[config.mk]
export PLATFORM = sky130hd
export DESIGN_NAME = mem_stage_flat
export DESIGN_NICKNAME = d
export VERILOG_FILES = /design/src/rtl/mem_stage_if.sv /design/src/rtl/mem_stage.sv /design/src/flat_wrapper.sv
export SDC_FILE = /design/constraint.sdc
export NUM_CORES = 1
export LEC_CHECK = 0
export BUFFER_PORTS_ARGS = -buffer_cell sky130_fd_sc_hd__buf_2
export CAP_MARGIN = 20
export CORE_AREA = 5 5 229 231
export CTS_BUF_LIST = sky130_fd_sc_hd__clkbuf_4
export DETAILED_ROUTE_END_ITERATION = 10
export DIE_AREA = 0 0 234 236
export HOLD_SLACK_MARGIN = 0.05
export PLACE_DENSITY = 0.57
export SYNTH_ARGS = -nofsm -noshare
export SYNTH_HDL_FRONTEND = slang
export SYNTH_SLANG_ARGS = --single-unit
[constraint.sdc]
create_clock -name clk -period 1.61 [get_ports clk]
set_clock_uncertainty 0.2 [all_clocks]
set_input_delay 0.0805 -clock clk [delete_from_list [all_inputs] [get_ports clk]]
set_output_delay 0.0805 -clock clk [all_outputs]
set_load 0.005 [all_outputs]
[src/rtl/mem_stage_if.sv]
// Data-memory port between the MEM stage (master) and the data memory (slave).
// The request side is held stable until the access is acknowledged.
interface mem_stage_if;
  logic        dmem_req;
  logic        dmem_we;
  logic [63:0] dmem_addr;
  logic [63:0] dmem_wdata;
  logic [63:0] dmem_rdata;
  logic        dmem_ack;

  modport master (
    output dmem_req, dmem_we, dmem_addr, dmem_wdata,
    input  dmem_rdata, dmem_ack
  );

  modport slave (
    input  dmem_req, dmem_we, dmem_addr, dmem_wdata,
    output dmem_rdata, dmem_ack
  );
endinterface

[src/rtl/mem_stage.sv]
// RISC-V MEM stage: variable-latency data-memory access with a wait timeout,
// front-end stall, branch resolution and the MEM/WB pipeline register.
module mem_stage #(
  parameter int unsigned WAIT_LIMIT = 15
) (
  input  logic        clk,
  input  logic        reset,
  input  logic [63:0] PC_in,
  input  logic [63:0] aluResult_in,
  input  logic [63:0] data2_in,
  input  logic [4:0]  rd_in,
  input  logic        Branch_in,
  input  logic        MemRead_in,
  input  logic        MemtoReg_in,
  input  logic        MemWrite_in,
  input  logic        RegWrite_in,
  input  logic        zero_in,
  output logic        PCSrc,
  output logic [63:0] branch_target,
  output logic        stall,
  mem_stage_if.master dmem,
  output logic [63:0] readData_out,
  output logic [63:0] aluResult_out,
  output logic [4:0]  rd_out,
  output logic        MemtoReg_out,
  output logic        RegWrite_out,
  output logic        valid_out,
  output logic        mem_err
);

  localparam logic [0:0] IDLE     = 1'b0;
  localparam logic [0:0] WAIT     = 1'b1;
  localparam logic [7:0] LIMIT_M1 = 8'(WAIT_LIMIT - 1);

  logic [0:0]  state_q, state_d;
  logic [7:0]  cnt_q, cnt_d;
  logic [63:0] addr_q, addr_d, wdata_q, wdata_d, alu_q, alu_d;
  logic        we_q, we_d, m2r_q, m2r_d, rw_q, rw_d;
  logic [4:0]  rd_q, rd_d;
  logic [63:0] wb_rdata_q, wb_rdata_d, wb_alu_q, wb_alu_d;
  logic [4:0]  wb_rd_q, wb_rd_d;
  logic        wb_m2r_q, wb_m2r_d, wb_rw_q, wb_rw_d, wb_valid_q, wb_valid_d;
  logic        err_q, err_d;
  logic        access_s, timeout_s;

  assign access_s  = MemRead_in | MemWrite_in;
  // Counter holds the number of WAIT cycles already completed; abort at the edge closing the last allowed one.
  assign timeout_s = (state_q == WAIT) && (cnt_q == LIMIT_M1);

  // Memory port, stall and branch resolution
  always_comb begin
    if (state_q == WAIT) begin
      dmem.dmem_req   = 1'b1;
      dmem.dmem_we    = we_q;
      dmem.dmem_addr  = addr_q;
      dmem.dmem_wdata = wdata_q;
      stall           = ~dmem.dmem_ack & ~timeout_s;
    end else begin
      dmem.dmem_req   = access_s;
      dmem.dmem_we    = MemWrite_in;
      dmem.dmem_addr  = aluResult_in;
      dmem.dmem_wdata = data2_in;
      stall           = access_s & ~dmem.dmem_ack;
    end
    PCSrc         = Branch_in & zero_in & (state_q == IDLE);
    branch_target = PC_in;
  end

  // Next-state for the access FSM, latched request and MEM/WB register
  always_comb begin
    state_d    = state_q;
    cnt_d      = cnt_q;
    addr_d     = addr_q;
    wdata_d    = wdata_q;
    alu_d      = alu_q;
    we_d       = we_q;
    m2r_d      = m2r_q;
    rw_d       = rw_q;
    rd_d       = rd_q;
    err_d      = err_q;
    wb_rdata_d = wb_rdata_q;
    wb_alu_d   = wb_alu_q;
    wb_rd_d    = 5'd0;
    wb_m2r_d   = 1'b0;
    wb_rw_d    = 1'b0;
    wb_valid_d = 1'b0;
    case (state_q)
      IDLE: begin
        if (access_s && !dmem.dmem_ack) begin
          state_d = WAIT;
          cnt_d   = 8'd0;
          addr_d  = aluResult_in;
          wdata_d = data2_in;
          alu_d   = aluResult_in;
          we_d    = MemWrite_in;
          m2r_d   = MemtoReg_in;
          rw_d    = RegWrite_in;
          rd_d    = rd_in;
        end else begin
          wb_rdata_d = (access_s && !MemWrite_in) ? dmem.dmem_rdata : 64'd0;
          wb_alu_d   = aluResult_in;
          wb_rd_d    = rd_in;
          wb_m2r_d   = MemtoReg_in;
          wb_rw_d    = RegWrite_in;
          wb_valid_d = 1'b1;
        end
      end
      WAIT: begin
        cnt_d = cnt_q + 8'd1;
        // Ack beats the timeout when both land in the same cycle.
        if (dmem.dmem_ack) begin
          state_d    = IDLE;
          wb_rdata_d = we_q ? 64'd0 : dmem.dmem_rdata;
          wb_alu_d   = alu_q;
          wb_rd_d    = rd_q;
          wb_m2r_d   = m2r_q;
          wb_rw_d    = rw_q;
          wb_valid_d = 1'b1;
        end else if (timeout_s) begin
          state_d = IDLE;
          err_d   = 1'b1;
        end else begin
          state_d = WAIT;
        end
      end
      default: begin
        state_d = IDLE;
      end
    endcase
  end

  // State and pipeline register update
  always_ff @(posedge clk) begin
    if (reset) begin
      state_q    <= IDLE;
      cnt_q      <= 8'd0;
      addr_q     <= 64'd0;
      wdata_q    <= 64'd0;
      alu_q      <= 64'd0;
      we_q       <= 1'b0;
      m2r_q      <= 1'b0;
      rw_q       <= 1'b0;
      rd_q       <= 5'd0;
      err_q      <= 1'b0;
      wb_rdata_q <= 64'd0;
      wb_alu_q   <= 64'd0;
      wb_rd_q    <= 5'd0;
      wb_m2r_q   <= 1'b0;
      wb_rw_q    <= 1'b0;
      wb_valid_q <= 1'b0;
    end else begin
      state_q    <= state_d;
      cnt_q      <= cnt_d;
      addr_q     <= addr_d;
      wdata_q    <= wdata_d;
      alu_q      <= alu_d;
      we_q       <= we_d;
      m2r_q      <= m2r_d;
      rw_q       <= rw_d;
      rd_q       <= rd_d;
      err_q      <= err_d;
      wb_rdata_q <= wb_rdata_d;
      wb_alu_q   <= wb_alu_d;
      wb_rd_q    <= wb_rd_d;
      wb_m2r_q   <= wb_m2r_d;
      wb_rw_q    <= wb_rw_d;
      wb_valid_q <= wb_valid_d;
    end
  end

  assign readData_out  = wb_rdata_q;
  assign aluResult_out = wb_alu_q;
  assign rd_out        = wb_rd_q;
  assign MemtoReg_out  = wb_m2r_q;
  assign RegWrite_out  = wb_rw_q;
  assign valid_out     = wb_valid_q;
  assign mem_err       = err_q;

endmodule

[src/flat_wrapper.sv]
// flat-port wrapper written by rule: the top's interface ports become plain ports
module mem_stage_flat 
#(
  parameter int unsigned WAIT_LIMIT = 15
)
  (clk, reset, PC_in, aluResult_in, data2_in, rd_in, Branch_in, MemRead_in, MemtoReg_in, MemWrite_in, RegWrite_in, zero_in, PCSrc, branch_target, stall, readData_out, aluResult_out, rd_out, MemtoReg_out, RegWrite_out, valid_out, mem_err, dmem_dmem_req, dmem_dmem_we, dmem_dmem_addr, dmem_dmem_wdata, dmem_dmem_rdata, dmem_dmem_ack);
  mem_stage_if dmem_i ();
  input  logic clk;
  input  logic reset;
  input  logic [63:0] PC_in;
  input  logic [63:0] aluResult_in;
  input  logic [63:0] data2_in;
  input  logic [4:0] rd_in;
  input  logic Branch_in;
  input  logic MemRead_in;
  input  logic MemtoReg_in;
  input  logic MemWrite_in;
  input  logic RegWrite_in;
  input  logic zero_in;
  output logic PCSrc;
  output logic [63:0] branch_target;
  output logic stall;
  output logic [63:0] readData_out;
  output logic [63:0] aluResult_out;
  output logic [4:0] rd_out;
  output logic MemtoReg_out;
  output logic RegWrite_out;
  output logic valid_out;
  output logic mem_err;
  output wire logic [$bits(dmem_i.dmem_req)-1:0] dmem_dmem_req;
  output wire logic [$bits(dmem_i.dmem_we)-1:0] dmem_dmem_we;
  output wire logic [$bits(dmem_i.dmem_addr)-1:0] dmem_dmem_addr;
  output wire logic [$bits(dmem_i.dmem_wdata)-1:0] dmem_dmem_wdata;
  input wire logic [$bits(dmem_i.dmem_rdata)-1:0] dmem_dmem_rdata;
  input wire logic [$bits(dmem_i.dmem_ack)-1:0] dmem_dmem_ack;
  assign dmem_dmem_req = dmem_i.dmem_req;
  assign dmem_dmem_we = dmem_i.dmem_we;
  assign dmem_dmem_addr = dmem_i.dmem_addr;
  assign dmem_dmem_wdata = dmem_i.dmem_wdata;
  assign dmem_i.dmem_rdata = dmem_dmem_rdata;
  assign dmem_i.dmem_ack = dmem_dmem_ack;
  mem_stage #(.WAIT_LIMIT(WAIT_LIMIT)) u_core (.clk(clk), .reset(reset), .PC_in(PC_in), .aluResult_in(aluResult_in), .data2_in(data2_in), .rd_in(rd_in), .Branch_in(Branch_in), .MemRead_in(MemRead_in), .MemtoReg_in(MemtoReg_in), .MemWrite_in(MemWrite_in), .RegWrite_in(RegWrite_in), .zero_in(zero_in), .PCSrc(PCSrc), .branch_target(branch_target), .stall(stall), .dmem(dmem_i), .readData_out(readData_out), .aluResult_out(aluResult_out), .rd_out(rd_out), .MemtoReg_out(MemtoReg_out), .RegWrite_out(RegWrite_out), .valid_out(valid_out), .mem_err(mem_err));
endmodule
==> results of run 1 <==
[synth_stat cells (2+ instances only)]
library cell	number	area share (%)
a22o_1	189	14
dfxtp_1	282	49
clkinv_1	2	0.065
nand4_1	2	0.11
o21ai_0	10	0.43
or2_2	3	0.16
mux2_2	129	13
nor2b_1	2	0.11
buf_1	3	0.098
or3_1	2	0.11
and4_1	2	0.15
inv_1	5	0.16
nor4b_1	65	4.9
o211ai_1	5	0.33
and3_1	4	0.22
a21oi_1	12	0.52
nor2_1	14	0.46
and2_1	2	0.11
clkbuf_1	34	1.1
nor3_2	3	0.26
a31o_1	2	0.15
nand2_1	3	0.098
a31o_2	64	4.9
buf_2	48	2.1
ha_1	2	0.22
a32oi_1	7	0.53
nand3_1	10	0.43
buf_4	79	5.1
a2bb2oi_1	3	0.23
[through the flow]
stage               setup TNS, ns  cells  instance area, um2
floorplan                       0   1001               11600
global placement            -5.40   2064               14800
detailed placement         -11.12   2064               14800
[kinds of logic after synthesis]
family | count (synthesis) | share of synthesized area [%]
mux | 129 | 12.6
fa+ha+maj | 2 | 0.217
xor+xnor | 2 | 0.152
simple gates | 117 | 7.43
flops | 282 | 49.0
buf+inv | 171 | 8.66
compound gates | 298 | 21.9
==> flow_metrics.tcl, run 1 <==
set metrics [dict create \
    yosys_warnings 0 \
    place_congestion 0.753 \
    portBuffers 474 \
    fp-row-count 82 \
    numClockSinks 282 \
    cts_resized 104 \
    syn_area_per_cell_um2 11.5 \
    syn_nets 1273 \
    initial_utilization_pct 23.1 \
    ios 603 \
    error "[ERROR RSZ-0060] Max buffer count reached." \
    preCtsSetupSlack_ns -0.107 \
    async_flop_share_pct 0 \
    synth_edf_count 0 \
    stop_stage "clock tree synthesis" \
    synthCells 1001 \
    seq_area_frac_synth_pct 49.0 \
    clk_path_buf_depth 3 \
    synth.cell_area_um2 11500 \
    synth_ff_type "dfxtp_1" \
    cts_setup_buffers 17 \
    synth-seq-cells 282 \
    hpwl_um 30700 \
    cts_root_buf "clkbuf_4" \
    die_h_um 236 \
    status "did not finish" \
    htree_levels 3 \
    yosysUniqueCellTypes 42 \
    numCtsBuffers 83 \
    cts_hold_buf 446 \
    die_x_um 234 \
]
==> run 2: changes to the inputs <==
--- a/config.mk
+++ b/config.mk
@@ -7,12 +7,10 @@
 export LEC_CHECK = 0
 export BUFFER_PORTS_ARGS = -buffer_cell sky130_fd_sc_hd__buf_2
 export CAP_MARGIN = 20
-export CORE_AREA = 5 5 229 231
-export CTS_BUF_LIST = sky130_fd_sc_hd__clkbuf_4
+export CORE_AREA = 5 5 235 237
 export DETAILED_ROUTE_END_ITERATION = 10
-export DIE_AREA = 0 0 234 236
-export HOLD_SLACK_MARGIN = 0.05
-export PLACE_DENSITY = 0.57
+export DIE_AREA = 0 0 240 242
+export PLACE_DENSITY_LB_ADDON = 0.15
 export SYNTH_ARGS = -nofsm -noshare
 export SYNTH_HDL_FRONTEND = slang
 export SYNTH_SLANG_ARGS = --single-unit
==> constraint.sdc (replaced) <==
create_clock -name clk -period 2.1 [get_ports clk]
set_clock_uncertainty 0.2 [all_clocks]
set_input_delay 0.105 -clock clk [delete_from_list [all_inputs] [get_ports clk]]
set_output_delay 0.105 -clock clk [all_outputs]
set_load 0.005 [all_outputs]
==> run 2 against run 1 <==
The flow now finishes, with violations (negative setup slack). Synthesized cell count stayed put. Area after synthesis stayed put.
==> flow_metrics.tcl, run 2 <==
set metrics [dict create \
    grt_max_degree 62 \
    grt.total_usage_pct 14.9 \
    regArea_um2 5650 \
    synth_simple_gate_area_share_pct 7.43 \
    max_slew.worst_pin.slew_ns 0.649 \
    final_common_cell "buf_2" \
    fp-row-count 85 \
    htree_levels 2 \
    holdCritPathClass "primary input to primary output" \
    crit_family "buffers and inverters" \
    yosysUniqueCellTypes 42 \
    cts_root_buf "clkbuf_16" \
    synth_top_family_by_area "compound AO/OA/AOI/OAI gates" \
    place_congestion 0.757 \
    routedWlPerCell_um 20.7 \
    final_cells 2353 \
    seq_area_frac_synth_pct 49.0 \
    syn2layout_area_growth_pct 63.8 \
    hpwl_um 31200 \
    cp.required_ns 1.79 \
    hold_violations 0 \
    cts_tree "built" \
    grt_pass1_wl_um 69000 \
    utilization_pct 35.6 \
    synth_common_cells "dfxtp_1 (282), a22o_1 (189), mux2_2 (129), buf_4 (79), nor4b_1 (65)" \
    yosysTopAreaCellShare_pct 49.0 \
    syn_area_per_cell_um2 11.5 \
    violations "negative setup slack" \
    crit_arrival_ns 1.81 \
    portBuffers 474 \
    ios 603 \
    core_area_um2 53100 \
    yosys_warnings 0 \
    die_x_um 240 \
    max-slew-margin-rel_pct 56.6 \
    grt_overflow_total 0 \
    preCtsSetupSlack_ns 0.266 \
    cap_violations 0 \
    critical_path.max_stage_delay_ns 0.39 \
    crit_slowest_cell "dfxtp_4" \
    final_cell_area_um2 18900 \
    tns_ns -0.0130 \
    die-area_um2 58100 \
    drcViolationCount 0 \
    end_kind "primary output" \
    ys_top_cells_by_area "dfxtp_1 (49%), a22o_1 (14%), mux2_2 (13%), buf_4 (5.1%), nor4b_1 (4.9%)" \
    final_max_slew_viol_count 0 \
    clk_path_buf_depth 3 \
    synth.area.mux_share_pct 12.6 \
    vias 10711 \
    antenna_found_initial 2 \
    fin_crit_ns 2.11 \
    place_area_um2 14300 \
    synth_top_cell_by_area "dfxtp_1" \
    die_h_um 242 \
    synth_edf_count 0 \
    initial_utilization_pct 21.7 \
    routed_via_density 4.55 \
    multi_input_area_um2 5240 \
    nFillCells 5336 \
    start_kind "flop" \
    synth-adder-area-share_pct 0.217 \
    cp_cell_sequence "buf_12 -> buf_12 -> mux2_2 -> buf_2" \
    cp_max_fo 23 \
    status "complete, but fails checks" \
    nNetsFinal 1901 \
    synth-seq-cells 282 \
    numCtsBuffers 37 \
    clk_latency_ns 0.53 \
    ant_nets 0 \
    syn_nets 1273 \
    timing.fmax_ghz 0.473 \
    async_flop_share_pct 0 \
    fin_ws_ns -0.0130 \
    synth.cell_area_um2 11500 \
    leakagePower_nw 8.43 \
    dp_cells 2045 \
    powerDensity_nw_per_um2 780 \
    drive_gt1_share_pct 49.2 \
    synthXorXnorAreaFrac_pct 0.152 \
    yosysMostFrequentCell "dfxtp_1" \
    synthCells 1001 \
    path_class "flop to primary output" \
    finalCritPeriodShare_pct 101 \
    wl_um 48700 \
    firstDrtPassIters 4 \
    critPathBufInv 3 \
    dr.first_iter.drc_count 430 \
    synth_ff_type "dfxtp_1" \
    grt_pass1_vias 11035 \
    path_common_cell "buf_12" \
    synth_compound_area_share_pct 21.9 \
    final-setup-viol-count 1 \
    numClockSinks 282 \
    clk_pin_slew_ns 0.05 \
    final_cell_mix "buf_2 (417), dfxtp_1 (279), dlygate4sd3_1 (211)" \
    ir_worst_vdd_uv 527 \
    grt_setup_unrepaired "true" \
]
## run 2: cell counts after synthesis
Identical to the previous run, type by type.
## run 2: worst paths after layout
kind / slack, ns / from / to / cells after the start
max: -0.01 / u_core.state_q / dmem_dmem_wdata[48] / 4
min reg2reg: 0.27 / u_core.wdata_q[52] / u_core.wdata_q[52] / 1
min: 0.01 / PC_in[0] / branch_target[0] / 0
max reg2reg: 0.10 / u_core.state_q / u_core.rd_q[2] / 6
## run 2: cell type report
type,count,area share (%)
multi-input cells,548,27.8
clock buffers,54,6.05
repair buffers,753,31.0
clock inverters,12,0.491
well taps,696,4.61
diodes,1,0.0133
inverters,7,0.146
flip-flops and latches,282,30.0
## run 2: stage by stage
step	hold WS [ns]	power [mW]
finish	0.0100	14.7
global route	0.0100	15.4
CTS	0.00850	14.7
detailed placement	0.0100	7.78
global placement	0.0100	7.78
floorplan	0.0307	6.91
## run 2: kinds of logic after synthesis
group	Yosys count
flip-flops	282
buffers and inverters	171
multiplexers	129
AND/OR/NAND/NOR	117
AO/OA/AOI/OAI	298
XOR/XNOR	2
adder cells (fa/ha/maj)	2
## run 2: per-layer routing
layer	up-vias	GRT usage (%)	part of all wire [%]
li1	5057	-	-
met1	5230	18.6	43
met2	343	24.7	48
met3	79	4.77	6.9
met4	2	4.32	2.4
met5	-	0	0.023
## run 2: report_power, final
group | total (mW) | switching, mW | internal (mW)
clock network | 6.38 | 2.49 | 3.89
logic | 2.54 | 1.09 | 1.45
registers | 5.81 | 0.152 | 5.66
## run 2: timing repair
action,CTS,global route
pin swaps,0,3
hold endpoints to repair,278,0
setup buffers,4,13
resized for setup,42,126
setup endpoints to repair,118,137
cloned,2,11
hold buffers,211,0
No activity file was read; power rests on OpenSTA's default activity.
